**src/rtl/fifo_pkg.sv**
```systemverilog
// Shared defaults and occupancy state for the 1024x64 FIFO controller.
// Imported by the controller, its pointer and the RAM model.
package fifo_pkg;

  localparam int RAM_WIDTH = 64;
  localparam int RAM_ADDR  = 10;
  localparam int RAM_DEPTH = 1024;
  localparam int AF_LEVEL  = 1020;

  typedef enum logic [1:0] {
    S_EMPTY = 2'd0,
    S_PART  = 2'd1,
    S_FULL  = 2'd2
  } occ_state_e;

endpackage

```
**src/rtl/fifo_ptr_1024.sv**
```systemverilog
// Wrapping RAM pointer with increment enable.
// Steps DEPTH-1 -> 0 with no gap; sync active-high reset.
module fifo_ptr_1024 #(
  parameter int AW    = fifo_pkg::RAM_ADDR,
  parameter int DEPTH = fifo_pkg::RAM_DEPTH
) (
  input  logic          clock,
  input  logic          reset,
  input  logic          i_inc,
  output logic [AW-1:0] o_ptr
);

  localparam logic [AW-1:0] LAST = AW'(DEPTH - 1);

  logic [AW-1:0] r_ptr;

  always_ff @(posedge clock) begin
    if (reset) begin
      r_ptr <= '0;
    end else if (i_inc) begin
      r_ptr <= (r_ptr == LAST) ? '0 : r_ptr + 1'b1;
    end
  end

  assign o_ptr = r_ptr;

endmodule

```
**src/rtl/fifo_ctrl_1024_64.sv**
```systemverilog
// FIFO controller driving an external 1024x64 dual-port RAM.
// Occupancy FSM, count, sticky error flags, 1-cycle read.
module fifo_ctrl_1024_64 #(
  parameter int RAM_WIDTH = fifo_pkg::RAM_WIDTH,
  parameter int RAM_ADDR  = fifo_pkg::RAM_ADDR,
  parameter int RAM_DEPTH = fifo_pkg::RAM_DEPTH,
  parameter int AF_LEVEL  = fifo_pkg::AF_LEVEL
) (
  input  logic                 clock,
  input  logic                 reset,
  input  logic                 push,
  input  logic [RAM_WIDTH-1:0] push_data,
  input  logic                 pop,
  output logic [RAM_WIDTH-1:0] pop_data,
  output logic                 pop_valid,
  output logic                 full,
  output logic                 empty,
  output logic                 almost_full,
  output logic [RAM_ADDR:0]    count,
  output logic                 overflow,
  output logic                 underflow,
  output logic [RAM_ADDR-1:0]  ram_wr_addr,
  output logic [RAM_ADDR-1:0]  ram_rd_addr,
  output logic [RAM_WIDTH-1:0] ram_data_in,
  output logic                 ram_write_en,
  output logic                 ram_read_en,
  output logic                 ram_chip_select,
  input  logic [RAM_WIDTH-1:0] ram_data_out
);

  import fifo_pkg::*;

  localparam int CW = RAM_ADDR + 1;
  localparam logic [CW-1:0] C_ONE = CW'(1);
  localparam logic [CW-1:0] C_TOP = CW'(RAM_DEPTH - 1);
  localparam logic [CW-1:0] C_AF  = CW'(AF_LEVEL);

  occ_state_e r_state;

  logic          r_full;
  logic          r_empty;
  logic          r_af;
  logic          r_ovf;
  logic          r_udf;
  logic          r_vld;
  logic [CW-1:0] r_count;
  logic [CW-1:0] w_cnt_nxt;

  logic w_push_ok;
  logic w_pop_ok;
  logic w_push_rej;
  logic w_pop_rej;

  logic [RAM_ADDR-1:0] w_wr_ptr;
  logic [RAM_ADDR-1:0] w_rd_ptr;

  assign w_push_ok  = ~reset & push & ~r_full;
  assign w_pop_ok   = ~reset & pop & ~r_empty;
  assign w_push_rej = ~reset & push & r_full;
  assign w_pop_rej  = ~reset & pop & r_empty;

  fifo_ptr_1024 #(
    .AW    (RAM_ADDR),
    .DEPTH (RAM_DEPTH)
  ) u_wr_ptr (
    .clock (clock),
    .reset (reset),
    .i_inc (w_push_ok),
    .o_ptr (w_wr_ptr)
  );

  fifo_ptr_1024 #(
    .AW    (RAM_ADDR),
    .DEPTH (RAM_DEPTH)
  ) u_rd_ptr (
    .clock (clock),
    .reset (reset),
    .i_inc (w_pop_ok),
    .o_ptr (w_rd_ptr)
  );

  always_comb begin
    w_cnt_nxt = r_count;
    unique case (1'b1)
      (w_push_ok & ~w_pop_ok): w_cnt_nxt = r_count + C_ONE;
      (w_pop_ok & ~w_push_ok): w_cnt_nxt = r_count - C_ONE;
      default: ;
    endcase
  end

  // Flags are registered together with the state they describe.
  always_ff @(posedge clock) begin
    if (reset) begin
      r_state <= S_EMPTY;
      r_empty <= 1'b1;
      r_full  <= 1'b0;
      r_af    <= 1'b0;
      r_count <= '0;
    end else begin
      r_count <= w_cnt_nxt;
      r_af    <= (w_cnt_nxt >= C_AF);
      unique case (r_state)
        S_EMPTY: begin
          if (w_push_ok) begin
            r_state <= S_PART;
            r_empty <= 1'b0;
          end
        end
        S_PART: begin
          if (w_push_ok && !w_pop_ok &&
              r_count == C_TOP) begin
            r_state <= S_FULL;
            r_full  <= 1'b1;
          end else if (w_pop_ok && !w_push_ok &&
                       r_count == C_ONE) begin
            r_state <= S_EMPTY;
            r_empty <= 1'b1;
          end
        end
        S_FULL: begin
          if (w_pop_ok) begin
            r_state <= S_PART;
            r_full  <= 1'b0;
          end
        end
        default: begin
          r_state <= S_EMPTY;
          r_empty <= 1'b1;
          r_full  <= 1'b0;
        end
      endcase
    end
  end

  always_ff @(posedge clock) begin
    if (reset) begin
      r_ovf <= 1'b0;
      r_udf <= 1'b0;
      r_vld <= 1'b0;
    end else begin
      r_ovf <= r_ovf | w_push_rej;
      r_udf <= r_udf | w_pop_rej;
      r_vld <= w_pop_ok;
    end
  end

  // Gated so a read landing in a reset cycle is never reported.
  assign pop_valid       = r_vld & ~reset;
  assign pop_data        = ram_data_out;
  assign full            = r_full;
  assign empty           = r_empty;
  assign almost_full     = r_af;
  assign count           = r_count;
  assign overflow        = r_ovf;
  assign underflow       = r_udf;
  assign ram_wr_addr     = w_wr_ptr;
  assign ram_rd_addr     = w_rd_ptr;
  assign ram_data_in     = push_data;
  assign ram_write_en    = w_push_ok;
  assign ram_read_en     = w_pop_ok;
  assign ram_chip_select = ~reset;

endmodule

```
**config.mk**
```make
export PLATFORM = sky130hd
export DESIGN_NAME = fifo_ctrl_1024_64
export DESIGN_NICKNAME = d
export VERILOG_FILES = /design/src/rtl/fifo_pkg.sv /design/src/rtl/fifo_ptr_1024.sv /design/src/rtl/fifo_ctrl_1024_64.sv
export SDC_FILE = /design/constraint.sdc
export NUM_CORES = 1
export LEC_CHECK = 0
export CAP_MARGIN = 20
export CORE_AREA = 2 2 116 118
export CTS_CLUSTER_SIZE = 30
export DETAILED_ROUTE_END_ITERATION = 6
export DIE_AREA = 0 0 118 120
export GPL_TIMING_DRIVEN = 0
export PLACE_DENSITY = 0.74
export SKIP_LAST_GASP = 1
export SYNTH_ARGS = -nofsm -noshare
export SYNTH_HDL_FRONTEND = slang
export SYNTH_SLANG_ARGS = --single-unit
export TNS_END_PERCENT = 100
```
**constraint.sdc**
```tcl
create_clock -name clock -period 2.46 [get_ports clock]
set_input_delay 0.492 -clock clock [delete_from_list [all_inputs] [get_ports clock]]
set_output_delay 0.492 -clock clock [all_outputs]
set_load 0.1 [all_outputs]
```
After elaboration in Yosys (flattened, before gate mapping):

Cells that the tools add are included.

* add/subtract/negate cells: 4
* magnitude comparators: 1
* equality and inequality tests: 12
* muxes and demuxes: 15
* bitwise operators: 18
* reductions and logical operators: 10

Operators by type and width (number)
* $pmux W11 S2: 1
* $add A10 B1 Y10 const B: 2
* $eq A10 B10 Y1 const B: 2
* $mux W10: 2
* $add A11 B1 Y11 const B: 1
* $eq A11 B1 Y1 const B: 1
* $eq A11 B10 Y1 const B: 1
* $ge A11 B10 Y1 const B: 1
* $sub A11 B1 Y11 const B: 1
* $ne A2 B2 Y1 const B: 5
* $and A1 B1 Y1: 9
* $mux W2: 4
* $not A1 Y1: 7
* $pmux W1 S3: 2
* $pmux W2 S3: 1
* $reduce_and A3 Y1: 2
* $mux W1: 5
* $logic_and A1 B1 Y1: 4
* $reduce_and A4 Y1: 1
* $ne A3 B3 Y1 const B: 1
* $eq A2 B1 Y1 const B: 1
* $eq A2 B2 Y1 const B: 1
* $logic_not A1 Y1: 2
* $logic_not A2 Y1: 1
* $or A1 B1 Y1: 2

* bits in registers: 39
* input bits: 132
* output and inout bits: 168
* logic and storage cells: 70

Logic depth before layout (Yosys ltp):

* word-level depth: 9
* gate-level depth with buffers: 11
* depth with buffers taken out: 10

Hierarchy:

A second synthesis with hierarchy kept.

* cell total of the unflattened synthesis: 397
* area, all modules: 3261.9 sq um

Modules (own cells, without submodules)
* fifo_ctrl_1024_64: times used 1, cells an instance 285, area each 2260.9 sq um, sequential area each 380.4 sq um
* fifo_ptr_1024: times used 2, cells an instance 56, area each 500.5 sq um, sequential area each 200.2 sq um

Worst setup path after synthesis:

OpenSTA, ideal clock, no wires.

* path kind: register -> register
* from: register r_full (netlist: full)
* to: register r_af (netlist: almost_full)
* setup time: 116 ps
* data arrival time: 3340 ps
* required time: 2344 ps
* setup slack: -996 ps
* cell stages (with the launch flop): 12
* buffers on the path: 2
* clock period less this slack: 3456 ps
* cell sequence: dfxtp_1 -> or3b_1 -> clkbuf_1 -> inv_1 -> ha_1 -> buf_2 -> inv_1 -> a21oi_1 -> a2111o_1 -> o21ai_0 -> nor3_1 -> a41o_1

* cells in the longest elaborated chain, start to end: 6
* elaborated cells between the ends (all ways): 7
* those cells by class: order compare (1); mux (1); bitwise (5)

RTL lines
* from (decl): RTL line fifo_ctrl_1024_64.sv:40 `logic r_full;`
* from (signal assigned): RTL line fifo_ctrl_1024_64.sv:96 `r_full <= 1'b0;`
* from (signal assigned): RTL line fifo_ctrl_1024_64.sv:113 `r_full <= 1'b1;`
* from (signal assigned): RTL line fifo_ctrl_1024_64.sv:123 `r_full <= 1'b0;`
* $not A1 Y1 *: RTL line fifo_ctrl_1024_64.sv:57 `assign w_push_ok = ~reset & push & ~r_full;`
* $and A1 B1 Y1 *: RTL line fifo_ctrl_1024_64.sv:57
* net ram_write_en: RTL line fifo_ctrl_1024_64.sv:25 `output logic ram_write_en,`
* $not A1 Y1: RTL line fifo_ctrl_1024_64.sv:86 `(w_pop_ok & ~w_push_ok): w_cnt_nxt = r_count - C_ONE;`
* $and A1 B1 Y1: RTL line fifo_ctrl_1024_64.sv:86
* $pmux W11 S2 *: RTL line fifo_ctrl_1024_64.sv:84 `unique case (1'b1)`
* $ge A11 B10 Y1 *: RTL line fifo_ctrl_1024_64.sv:101 `r_af <= (w_cnt_nxt >= C_AF);`
* to (signal assigned): RTL line fifo_ctrl_1024_64.sv:101
* to (decl): RTL line fifo_ctrl_1024_64.sv:42 `logic r_af;`

The timed path passes the listed nets; every way through them passes the cells marked *.
A chain may end at the register's enable or synchronous reset.

Worst setup path after layout:

* from: input port pop
* to: output port ram_read_en

* cells in the longest elaborated chain, start to end: 2

RTL lines
* from (decl): RTL line fifo_ctrl_1024_64.sv:13 `input logic pop,`
* $and A1 B1 Y1 (2 in series): RTL line fifo_ctrl_1024_64.sv:58 `assign w_pop_ok = ~reset & pop & ~r_empty;`
* to (decl): RTL line fifo_ctrl_1024_64.sv:26 `output logic ram_read_en,`

Every way passes these cells.

==> results <==
- The clock latency at the later pin of the worst-skew pair is 280 ps.
- The largest driver fanout on the critical path is 4.
- Pin placement for this block handled 300 I/O pins.
- The kind of cell adding the most delay to the critical path is buffers and inverters.
- The number of routed nets with antenna violations is 0.
- The layout cell share with drive strength beyond 1 is 0.338.
- The element type at the critical path end is an output port.
- The total number of clock tree sinks is 39.
- For this design the static power due to leakage is 2.45 nW.
- The flow ran to the end, and the final reports show no timing, DRC or antenna violations.
- 0 antenna diodes ended up in the layout.
- The number of global-route vias before repair is roughly 3,100.
- Relative to the synthesized area, the layout overhead comes to 75.3%.
- During synthesis, Yosys emitted a total of 0 warnings.
- The die covers ~14,000 um2.
- In this run, post-CTS hold repair placed 0 buffers.
- The routed length on met1 is ~3800 um.
- The total number of vias is roughly 3,300.
- IR analysis of the VDD net gives a maximum drop of 0.293 mV.
- TritonCTS created 5 clock buffers.
- The uppermost signal routing layer after detailed routing is met4.
- The async set or reset register ratio after synthesis is 0.
- The signal on the critical path passes through clkdlybuf4s50_1, nand2_4, clkinvlp_4, buf_4, clkdlybuf4s15_2.
- The minimum setup slack among reg-to-reg paths is 160 ps.
- The global-route usage over all layers is 0.128.
- The detailed router finished its first iteration with 108 violations.
- The horizontal die dimension is 118 um.
- The synthesized design contains 0 enable-type register cells.
- Detailed routing placed a total of between 900 and 1000 um of wire on met3.
- The startpoint identified for the worst register-to-register timing path is full.
- Setup repair after global routing could not meet its margin everywhere.
- The path category of the worst min-delay check is register to register.
- The sequential-to-total area share from yosys stat is 0.247.
- The data required time of the worst path is 1970 ps.
- The design draws ~0.0029 W.
- The number of antenna violations at the first check in global routing is 0.
- The y dimension of the die is 120 um.
- The via density per instance is about 4.3.
- The number of DRC violations after detailed routing is 0.
- The cell area after synthesis is approximately 3200 um2.
- TritonCTS built the clock tree.
- After detailed routing, the total wire length is ~9900 um.
- The post-detailed-placement half-perimeter wirelength is between 7000 and 8000 um.
- After global routing the overflow that remains totals 0.
- In the final timing run, aggregate negative setup slack is 0 ps.
- Between clock sinks in the finished design, the worst skew comes to 2.42 ps.
- The startpoint identified for the worst hold timing path is underflow.
- Setup violations remaining at the end of the flow were counted as 0.
- After detailed routing, the met2 layer carries 4990 um of wire.
- The number of violations of the max-capacitance limit is 0.
- The achievable frequency is approximately 410 MHz.
- The worst register-to-register path ends at almost_full.
- The number of detailed-routing iterations run before antenna repair is 4.
- The arrival time reported for the critical path endpoint is 1920 ps.
- Counting both buffers and inverters, the worst setup path holds a total of 4.
- The worst slew margin relative to its limit is 0.314.
- The global placement routability congestion is 0.882.
- After clock tree synthesis, the clock-pin slew on the worst setup and hold paths is approximately 60 ps.
- Entering global routing, the biggest net connects 14 pins.
- The count of cell instances traversed by the critical path is 5.
- The tree is rooted in a clkbuf_16.
- In this run the deepest clock path goes through 2 buffers.
- The global-route wire length before repair is between 15,000 and 20,000 um.
- The slew at the pin closest to its max-slew limit is 1030 ps.
- The type of origin of the critical path is an input pin.
- For hold timing, the worst endpoint is underflow.
- In this run the mean area of a mapped cell was 7.82 um2.
- The post-synth net total is 544.
- The total count of hold-check failures in the final report is 0.
- On the critical path, the stage with the largest delay is an instance of clkdlybuf4s15_2.
- The worst path in the final design needs a cycle of 2420 ps, including I/O delays and setup.
- The largest stage delay on the critical path is 550 ps.
- The floorplan step defined a core boundary enclosing 13,000 um2.
- The main flop type after synthesis is dfxtp_1.
- The net count of the finished layout is 735.
- The areal power density over the cells is 515 nW/um2.
- The final-layout fill cell count is about 1,300.
- The maximum level of the CTS H-tree is 2.
- The final-report max-slew violation count is 0.
- Synthesis inferred 39 register bits.
- The kind of critical path is input pin to output port.
- Counting distinct cell types in the post-synthesis netlist gives 53.
- For the worst flop-to-flop path, the logic depth is 8.
- The initial utilization of the core area, before any placement, comes to 0.244.
- After floorplanning, the core was divided into 42 placement rows.
- Dividing the detail-routed wire length by the instance count gives 12.8 um.
- Counting instances, the worst hold path has a depth of 2.
- The cell count after synthesis came out at 405.
- The quantity of I/O buffers inserted on ports is about 170.
- Of the available clock period, the critical path in the final layout requires 0.982.
[logic make-up after synthesis]
logic type | Yosys count | synth area share
compound gates | 56 | 0.123
xor+xnor | 14 | 0.0387
fa+ha+maj | 7 | 0.0277
buf+inv | 156 | 0.342
flops | 39 | 0.247
mux | 2 | 0.00632
simple gates | 131 | 0.216
[registers in the layout, indices dropped and copies added (netlist names), 2 cells and up]
| register | count |
|---|---|
| count | 11 |
| u_rd_ptr.o_ptr | 10 |
| u_wr_ptr.o_ptr | 10 |
| r_state | 2 |
[worst max path at each step]
stage                from            to  slack [ps]
floorplan            full   almost_full        -210
global placement    reset  ram_write_en        -960
detailed placement  reset  ram_write_en        -950
CTS                  push   almost_full        -120
global route          pop   almost_full         -80
finish                pop   ram_read_en          40
[per-stage QoR]
stage               std cells  hold WS, ps  setup slack (ps)   util  area, um2
finish                    773          472              44.2  0.428       5550
floorplan                 405          492              -206      -       3270
global placement          752          457              -964  0.401       5200
CTS                       764          480              -117  0.420       5450
global route              773          515             -84.2  0.428       5550
detailed placement        752          463              -947  0.401       5200
[area by class of cell]
| class | instances | area (um2) | share of cell area |
|---|---|---|---|
| buffer | 140 | 1040 | 0.188 |
| clock buffer | 6 | 150 | 0.0271 |
| clock inverter | 2 | 13.8 | 0.00248 |
| inverter | 14 | 62.6 | 0.0113 |
| multi-input combinational | 210 | 1440 | 0.260 |
| sequential | 39 | 790 | 0.142 |
| tap | 176 | 220 | 0.0397 |
| timing repair buffer | 186 | 1830 | 0.330 |
[layout by cell type, fill, tap and decap left out, types with 4 or more instances in the layout]
cell | synthesis | routed
a21oi_1 | 18 | 17
and2_1 | 4 | 4
nand3_1 | 14 | 13
o21ai_0 | 7 | 4
nor4_1 | 5 | 5
ha_1 | 7 | 5
clkdlybuf4s50_1 | 0 | 158
xnor2_1 | 4 | 4
buf_2 | 4 | 4
buf_4 | 131 | 146
dfxtp_1 | 39 | 36
inv_1 | 14 | 11
clkbuf_16 | 0 | 6
nor2_1 | 37 | 36
and3_1 | 10 | 10
nand2_1 | 35 | 34
dlymetal6s2s_1 | 0 | 5
xor2_1 | 10 | 10
[power by group]
part	switching [W]	leakage (nW)	internal (W)	total (W)
Sequential	0.0000204	0.317	0.000644	0.000664
Clock	0.000274	0.0820	0.000438	0.000711
Combinational	0.00109	2.05	0.000392	0.00148
Total	0.00138	2.45	0.00147	0.00286
[tightest hold or removal path: stages (launching register included)]
cell,delay [ps]
dfxtp_1,330
a21oi_1,40
nor2_1,70
[layer usage]
metal / vias up / GRT usage
met3: 20 / 0.0428
met4: 0 / 0.0414
met1: 1508 / 0.143
li1: 1621 / -
met2: 200 / 0.229
met5: - / 0
[cell usage after synthesis, drive strengths merged (2+ instances only)]
cell	instances	area share
buf	137	0.32
xor2	10	0.028
nor3	5	0.011
a221oi	2	0.0055
or3	2	0.0040
inv	14	0.017
a311oi	3	0.0083
and3	10	0.020
dfxtp	39	0.25
a21oi	19	0.031
clkbuf	5	0.0059
a41o	2	0.0063
and4	2	0.0055
a31oi	3	0.0059
nand4	4	0.0099
a211oi	3	0.0071
o41ai	3	0.0083
and2	4	0.0079
o21ai	8	0.013
nor4	8	0.025
ha	7	0.028
nor4b	2	0.0075
mux2i	2	0.0063
a2111o	2	0.0071
nor2	37	0.044
nor2b	3	0.0059
xnor2	4	0.011
nand2	36	0.043
o31ai	2	0.0079
nand3	14	0.022
[timing repair]
item / 4_1_cts / 5_1_grt
setup endpoints to repair: 17 / 12
buffers inserted: 5 / 10
gates resized for setup: 30 / 18
pin swaps: 6 / 13
No activity file was read; power rests on OpenSTA's default activity.
